### src/rtl/digital_count_up_watch.sv
// Up-counting mm:ss stopwatch with a programmable limit, lap capture,
// synchronous clear and an invalid-limit error flag.
module digital_count_up_watch #(
  parameter int unsigned TICKS_PER_SEC = 1
) (
  input  logic       clk,
  input  logic       rstn,
  input  logic       start_stopn,
  input  logic       clear,
  input  logic       lap,
  input  logic [5:0] minutes,
  input  logic [5:0] seconds,
  output logic       finish,
  output logic       error,
  output logic [5:0] out_minutes,
  output logic [5:0] out_seconds,
  output logic [5:0] lap_minutes,
  output logic [5:0] lap_seconds
);

  localparam int unsigned PW = (TICKS_PER_SEC > 1) ? $clog2(TICKS_PER_SEC) : 1;
  localparam logic [PW-1:0] PRESC_LAST = PW'(TICKS_PER_SEC - 1);

  typedef enum logic [1:0] {
    IDLE,
    RUN,
    PAUSE,
    DONE
  } state_t;

  state_t          state_q, state_d;
  logic [PW-1:0]   presc_q, presc_d;
  logic [5:0]      min_q, min_d;
  logic [5:0]      sec_q, sec_d;
  logic [5:0]      lap_min_q, lap_min_d;
  logic [5:0]      lap_sec_q, lap_sec_d;
  logic            finish_q, finish_d;
  logic            error_q, error_d;

  logic            limit_valid;
  logic            at_limit;
  logic [5:0]      inc_min;
  logic [5:0]      inc_sec;
  logic            inc_hits_limit;
  logic            presc_wrap;

  assign limit_valid = (minutes <= 6'd59) && (seconds <= 6'd59);

  // Minutes-major compare: catches a limit lowered below the running count.
  assign at_limit = (min_q > minutes) || ((min_q == minutes) && (sec_q >= seconds));

  always_comb begin
    inc_min = min_q;
    inc_sec = sec_q + 6'd1;
    if (sec_q == 6'd59) begin
      inc_sec = '0;
      inc_min = min_q + 6'd1;
    end
  end

  assign inc_hits_limit = (inc_min == minutes) && (inc_sec == seconds);
  assign presc_wrap     = (presc_q == PRESC_LAST);

  always_comb begin
    state_d   = state_q;
    presc_d   = presc_q;
    min_d     = min_q;
    sec_d     = sec_q;
    lap_min_d = lap_min_q;
    lap_sec_d = lap_sec_q;
    error_d   = ~limit_valid;

    if (clear) begin
      state_d   = IDLE;
      presc_d   = '0;
      min_d     = '0;
      sec_d     = '0;
      lap_min_d = '0;
      lap_sec_d = '0;
    end else begin
      if (lap) begin
        lap_min_d = min_q;
        lap_sec_d = sec_q;
      end

      unique case (state_q)
        IDLE: begin
          presc_d = '0;
          min_d   = '0;
          sec_d   = '0;
          if (start_stopn && limit_valid) begin
            state_d = RUN;
          end
        end

        RUN: begin
          if (!start_stopn) begin
            state_d = PAUSE;
          end else if (limit_valid) begin
            if (at_limit) begin
              state_d = DONE;
            end else if (presc_wrap) begin
              presc_d = '0;
              min_d   = inc_min;
              sec_d   = inc_sec;
              if (inc_hits_limit) begin
                state_d = DONE;
              end
            end else begin
              presc_d = presc_q + PW'(1);
            end
          end
        end

        PAUSE: begin
          if (start_stopn) begin
            state_d = RUN;
          end
        end

        DONE: begin
          state_d = DONE;
        end

        default: begin
          state_d = IDLE;
        end
      endcase
    end

    finish_d = (state_d == DONE);
  end

  always_ff @(posedge clk or negedge rstn) begin
    if (!rstn) begin
      state_q   <= IDLE;
      presc_q   <= '0;
      min_q     <= '0;
      sec_q     <= '0;
      lap_min_q <= '0;
      lap_sec_q <= '0;
      finish_q  <= 1'b0;
      error_q   <= 1'b0;
    end else begin
      state_q   <= state_d;
      presc_q   <= presc_d;
      min_q     <= min_d;
      sec_q     <= sec_d;
      lap_min_q <= lap_min_d;
      lap_sec_q <= lap_sec_d;
      finish_q  <= finish_d;
      error_q   <= error_d;
    end
  end

  assign finish      = finish_q;
  assign error       = error_q;
  assign out_minutes = min_q;
  assign out_seconds = sec_q;
  assign lap_minutes = lap_min_q;
  assign lap_seconds = lap_sec_q;

endmodule
### config.mk
export PLATFORM = sky130hd
export DESIGN_NAME = digital_count_up_watch
export DESIGN_NICKNAME = d
export VERILOG_FILES = /design/src/rtl/digital_count_up_watch.sv
export SDC_FILE = /design/constraint.sdc
export NUM_CORES = 1
export LEC_CHECK = 0
export ABC_AREA = 1
export BUFFER_PORTS_ARGS = -buffer_cell sky130_fd_sc_hd__buf_4
export CAP_MARGIN = 0
export CORE_MARGIN = 5
export CORE_UTILIZATION = 55
export CTS_CLUSTER_DIAMETER = 60
export DETAILED_ROUTE_END_ITERATION = 8
export GPL_ROUTABILITY_DRIVEN = 0
export PLACE_DENSITY_LB_ADDON = 0.2
export SYNTH_ARGS = -nofsm -noshare
export SYNTH_HDL_FRONTEND = slang
export SYNTH_SLANG_ARGS = --single-unit
### constraint.sdc
create_clock -name clk -period 2.05 [get_ports clk]
set_input_delay 0.1025 -clock clk [delete_from_list [all_inputs] [get_ports clk]]
set_output_delay 0.1025 -clock clk [all_outputs]
set_load 0.005 [all_outputs]
==> results of run 1 <==
-- worst max-delay path by stage --
stage,slack [ns],startpoint,endpoint,cells past startpoint
3_5_place_dp,0.03,out_seconds[1]$_DFFE_PN0P_,finish$_DFF_PN0_,12
4_1_cts,0.001,out_seconds[1]$_DFFE_PN0P_,finish$_DFF_PN0_,12
2_1_floorplan,0.17,out_minutes[0]$_DFFE_PN0P_,out_minutes[0]$_DFFE_PN0P_,11
5_1_grt,-0.10,out_seconds[0]$_DFFE_PN0P_,out_minutes[2]$_DFFE_PN0P_,12
3_3_place_gp,0.04,out_seconds[1]$_DFFE_PN0P_,finish$_DFF_PN0_,12
6_report,0.002,out_minutes[0]$_DFFE_PN0P_,out_seconds[1]$_DFFE_PN0P_,12
-- timing repair --
action,in CTS,in global routing
hold endpoints to repair,29,0
endpoints found under the setup margin,2,14
pin swaps,1,18
gates resized for setup,1,34
buffers inserted,1,4
gates cloned,1,2
hold buffers,2,0
-- registers in the layout, summed over array words and instances, names as in the netlist --
name and cells:
error 1, finish 1, lap_minutes 6, lap_seconds 6, out_minutes 6, out_seconds 6
state_q 2
-- per-layer routing --
layer | share of wire [%] | routed length (µm)
met4 | 3.6 | 230
met2 | 47 | 3020
met3 | 8.2 | 525
met5 | 0 | 0
met1 | 41 | 2620
-- critical path, stage by stage (launching register included) --
cell	delay, ns
dfrtp_1	0.41
inv_1	0.10
ha_1	0.30
nand4_1	0.09
inv_1	0.10
nor2_1	0.06
o21ai_1	0.19
o21ai_1	0.13
nand3_1	0.15
nand2_2	0.12
clkbuf_16	0.20
nand2_2	0.05
nand2_1	0.05
-- cell usage after synthesis --
cell type	instances
a211oi_1	1
a21boi_0	1
a21oi_1	10
a41oi_1	1
buf_1	1
buf_2	2
buf_4	1
buf_6	2
clkbuf_1	4
dfrtp_1	28
ha_1	14
inv_1	51
inv_2	2
nand2_1	74
nand2_2	7
nand2_4	1
nand3_1	30
nand3_2	1
nand3_4	1
nand4_1	7
nor2_1	26
nor2_2	3
nor3_1	1
nor4_1	1
o211ai_1	2
o21ai_0	6
o21ai_1	3
o22ai_1	11
or2_2	1
xnor2_1	2
xor2_1	1
xor2_2	1
-- power groups by stage --
| stage | logic [mW] | registers [mW] | clock network (mW) |
|---|---|---|---|
| 2_1_floorplan | 0.0901 | 0.576 | 0 |
| 3_3_place_gp | 0.179 | 0.575 | 0 |
| 3_5_place_dp | 0.181 | 0.575 | 0 |
| 4_1_cts | 0.186 | 0.564 | 0.461 |
| 5_1_grt | 0.238 | 0.567 | 0.477 |
| 6_report | 0.218 | 0.565 | 0.457 |
-- cell families after synthesis --
group,synth area share [%]
adder cells (fa/ha/maj),8.47
AO/OA/AOI/OAI,9.81
XOR/XNOR,2.06
AND/OR/NAND/NOR,33.3
flip-flops,33.9
buffers and inverters,12.5
-- final cells by class --
cell class	instances	area, µm²	share of cell area, %
multi-input cells	207	1220	43.6
flip-flops and latches	28	702	25.0
repair buffers	67	549	19.6
inverters	53	201	7.17
well taps	48	60.1	2.14
clock buffers	3	41.3	1.47
clock inverters	1	30.0	1.07
-- stage by stage --
step | setup slack (ns) | std cells
after floorplan | 0.174 | 297
after global placement | 0.0429 | 393
after detailed placement | 0.0254 | 393
after CTS | 0.00127 | 401
after global routing | -0.101 | 407
final | 0.00194 | 407
==> flow_metrics.py, run 1 <==
metrics = {
    "finish": {
        "post-route-util_pct": 76.7,
        "fin_area_mm2": 0.00281,
        "final_cell_mix": "nand2_1 (63), buf_4 (60), inv_1 (49)",
        "final_nets": 391,
        "layout_commonest_cell": "nand2_1",
        "num-fill-cells": 274,
        "synthToLayoutAreaGrowth_pct": 35.9,
        "diodes": 0,
        "drive_above_1_share_pct": 30.1,
    },
    "sta": {
        "finalSetupViolCount": 0,
        "rsz0062_at_grt": "true",
        "fin_skew_ns": 0.0136,
        "relSlewSlack_pct": 65.2,
        "tightest_slew_ns": 0.520,
        "fin_setup_tns_ns": 0,
        "finalHoldViolations": 0,
        "holdWs_ns": 0.0809,
        "fin_crit_ns": 2.05,
        "period_share_pct": 99.9,
        "slew_violations": 0,
        "fmax_mhz": 488,
    },
    "global_route": {
        "grt_overflow": 0,
        "use_met2_pct": 36.7,
        "grt_pass1_wl_mm": 9.41,
        "grt.busiest_layer": "met2",
        "antenna_found_initial": 0,
        "track_usage_pct": 22.9,
        "use_met1_pct": 31.8,
        "gr-usage-met3_pct": 3.65,
        "grt_pass1_vias": 2040,
        "grt_max_degree": 29,
    },
    "placed_design": {
        "placedInstanceArea_mm2": 0.00252,
        "portBuffers": 42,
        "dpl.hpwl_mm": 4.27,
    },
    "route": {
        "wl_per_cell_um": 15.7,
        "drc": 0,
        "via_count": 2278,
        "avgViaCountPerCell": 5.60,
        "drtAntennaViolNets": 0,
        "drtIter0Drc": 319,
        "wl_mm": 6.39,
        "drt_pass1_iterations": 6,
    },
    "power_and_ir_drop": {
        "powerDensity_mw_per_mm2": 441,
        "power_mw": 1.24,
        "p_int_mw": 0.913,
        "p_leak_nw": 1.49,
        "swShare_pct": 26.4,
        "combPwrFrac_pct": 17.6,
        "pwr-share-seq_pct": 45.6,
        "switchingPower_mw": 0.327,
        "power_frac_clock_pct": 36.8,
        "ir_worst_vdd_v": 0.000556,
    },
    "clock_network": {
        "cts-htree-levels": 1,
        "cts_buffer_depth": 2,
        "clock_latency_ns": 0.29,
        "cts.sinks": 28,
        "cts.clk_slew.worst_paths_ns": 0.11,
        "cts_tree": "built",
        "cts-root-buf": "clkbuf_8",
        "cts_buffers": 3,
    },
    "outcome": {
        "run_status": "complete, no violations",
    },
    "yosys": {
        "syn_inst": 297,
        "synth_area_leaders": "dfrtp_1 (34%), nand2_1 (13%), inv_1 (9.3%)",
        "avgSynthCellArea_um2": 6.96,
        "syn_nets": 328,
        "ys_seq_area_share_pct": 33.9,
        "synth_top_area_cell": "dfrtp_1",
        "synth.top_cell.area_share_pct": 33.9,
        "synth-seq-cells": 28,
        "synth_warnings": 0,
        "ys_types": 32,
        "syn_area_mm2": 0.00207,
    },
    "floorplanning": {
        "initial_core_util_pct": 56.5,
        "rows": 22,
        "die_area_mm2": 0.00508,
        "die_width_um": 71.3,
        "core_area_mm2": 0.00366,
        "io_pins": 43,
        "fp.dieH_um": 71.3,
    },
    "worst_hold_path": {
        "hold_depth": 3,
        "hold_class": "in2reg",
        "holdPathEnd": "lap_seconds[1]$_DFFE_PN0P_",
        "hold_start": "lap",
    },
    "setup_path": {
        "crit_path_max_fanout": 6,
        "startpoint_type": "register",
        "end_kind": "register",
        "critPathKind": "reg2reg",
        "r2r_start": "out_minutes[0]$_DFFE_PN0P_",
        "crit_required_ns": 2.23,
        "rrSetupSlack_ns": 0.002,
        "r2r_end": "out_seconds[1]$_DFFE_PN0P_",
        "arrival_ns": 2.23,
        "worst-r2r-cell-count": 12,
    },
    "flow_run": {
        "cap_violations": 0,
    },
}
Power figures use the tool's default switching activity.
==> run 2, diff against run 1 <==
--- a/config.mk
+++ b/config.mk
@@ -9,8 +9,9 @@
 export BUFFER_PORTS_ARGS = -buffer_cell sky130_fd_sc_hd__buf_4
 export CAP_MARGIN = 0
 export CORE_MARGIN = 5
-export CORE_UTILIZATION = 55
+export CORE_UTILIZATION = 50
 export CTS_CLUSTER_DIAMETER = 60
+export CTS_CLUSTER_SIZE = 25
 export DETAILED_ROUTE_END_ITERATION = 8
 export GPL_ROUTABILITY_DRIVEN = 0
 export PLACE_DENSITY_LB_ADDON = 0.2
==> constraint.sdc (replaced) <==
create_clock -name clk -period 1.8 [get_ports clk]
set_input_delay 0.09 -clock clk [delete_from_list [all_inputs] [get_ports clk]]
set_output_delay 0.09 -clock clk [all_outputs]
set_load 0.1 [all_outputs]
==> flow_metrics.py, run 2 (synthesis results as in run 1) <==
metrics = {
    "floorplanning": {
        "initial_core_util_pct": 51.7,
        "core_area_mm2": 0.00400,
        "fp.dieH_um": 74.3,
        "die_area_mm2": 0.00552,
        "io_pins": 43,
        "die_width_um": 74.3,
        "rows": 23,
    },
    "placed_design": {
        "pre_cts_ws_ns": -0.296,
        "portBuffers": 42,
        "place_inst": 416,
        "dpl.hpwl_mm": 4.58,
    },
    "clock_network": {
        "cts.clk_slew.worst_paths_ns": 0.10,
        "cts.sinks": 28,
        "cts_tree": "built",
        "cts_buffer_depth": 2,
        "cts-root-buf": "clkbuf_8",
        "clock_latency_ns": 0.28,
        "cts_buffers": 3,
        "cts-htree-levels": 1,
    },
    "route": {
        "drtIter0Drc": 200,
        "drc": 0,
        "drtAntennaViolNets": 0,
        "drt_pass1_iterations": 6,
        "via_count": 2282,
        "wl_mm": 6.39,
        "wl_per_cell_um": 14.9,
        "avgViaCountPerCell": 5.32,
    },
    "setup_path": {
        "crit_path_max_fanout": 7,
        "r2r_end": "out_seconds[2]$_DFFE_PN0P_",
        "worst-r2r-cell-count": 8,
        "worstSetupStartpoint": "out_seconds[5]$_DFFE_PN0P_",
        "crit_required_ns": 1.97,
        "r2r_start": "out_seconds[5]$_DFFE_PN0P_",
        "rrSetupSlack_ns": -0.25,
        "critPathKind": "reg2reg",
        "end_kind": "register",
        "startpoint_type": "register",
        "arrival_ns": 2.21,
        "crit_path_end": "out_seconds[2]$_DFFE_PN0P_",
    },
    "finish": {
        "final_cells": 429,
        "drive_above_1_share_pct": 37.2,
        "diodes": 0,
        "num-fill-cells": 332,
        "layout_commonest_cell": "buf_4",
        "synthToLayoutAreaGrowth_pct": 43.2,
        "final_cell_mix": "buf_4 (80), nand2_1 (70), inv_1 (48)",
        "final_nets": 411,
    },
    "power_and_ir_drop": {
        "ir_worst_vdd_v": 0.000414,
        "power_mw": 1.29,
        "powerDensity_mw_per_mm2": 437,
        "p_leak_nw": 1.53,
    },
    "global_route": {
        "grt_pass1_wl_mm": 10.1,
        "antenna_found_initial": 0,
        "grt_overflow": 0,
        "track_usage_pct": 24.1,
        "grt_pass1_vias": 2148,
        "grt_max_degree": 29,
    },
    "worst_hold_path": {
        "hold_class": "in2reg",
        "hold_start": "lap",
    },
    "sta": {
        "rsz0062_at_grt": "true",
        "slew_violations": 0,
        "tightest_slew_ns": 0.550,
        "fin_setup_tns_ns": -2.91,
        "fmax_mhz": 489,
        "period_share_pct": 114,
        "relSlewSlack_pct": 63.3,
        "holdWs_ns": 0.0620,
        "finalSetupViolCount": 14,
        "fin_crit_ns": 2.05,
        "finalHoldViolations": 0,
        "fin_skew_ns": 0.00479,
        "worst_slack_ns": -0.245,
    },
    "flow_run": {
        "cap_violations": 0,
    },
    "outcome": {
        "violations": "setup timing",
        "run_status": "complete, but fails checks",
    },
}
-- run 2: repair_timing --
action / CTS / global route
endpoints found under the hold margin: 29 / 0
setup endpoints to repair: 14 / 14
buffers inserted: 3 / 1
hold buffers: 2 / 0
resized for setup: 17 / 11
gates cloned: 1 / 2
pin swaps: 15 / 4
-- run 2: stage by stage --
step           utilization, %  instance area [µm²]
2_1_floorplan               -                 2150
3_3_place_gp             68.2                 2730
3_5_place_dp             68.2                 2730
4_1_cts                  72.2                 2890
5_1_grt                  74.0                 2960
6_report                 74.0                 2960
-- run 2: layer usage --
layer  track usage, %  share of wire [%]  vias up
li1                 -                  -     1120
met1             34.0                 43     1041
met2             38.4                 47      106
met3             3.65                8.7       15
met4             7.71                1.8        0
met5                0                  0        -
-- run 2: layout make-up --
| class | count | area (µm²) | area share, % |
|---|---|---|---|
| multi-input cells | 208 | 1250 | 42.2 |
| flip-flops and latches | 28 | 733 | 24.8 |
| repair buffers | 86 | 669 | 22.6 |
| inverters | 53 | 201 | 6.81 |
| well taps | 50 | 62.6 | 2.11 |
| clock buffers | 4 | 45.0 | 1.52 |
-- run 2: worst min-delay path by stage --
stage	to	cells past startpoint
floorplan	error$_DFF_PN0_	0
global placement	lap_seconds[1]$_DFFE_PN0P_	1
detailed placement	state_q[0]$_DFF_PN0_	1
CTS	lap_seconds[1]$_DFFE_PN0P_	3
global route	lap_seconds[1]$_DFFE_PN0P_	3
finish	lap_seconds[1]$_DFFE_PN0P_	3
-- run 2: where the power goes --
group	switching (mW)	internal [mW]
combinational	0.187	0.106
sequential	0.00604	0.638
clock	0.196	0.159
-- run 2: critical path: stages, from the launching register on --
cell and delay, ns:
dfrtp_4 0.55, ha_1 0.31, a211oi_1 0.23, nand2_1 0.10, o21ai_2 0.25, nand3_4 0.17
buf_8 0.20, nand3_2 0.06, nand2_1 0.06
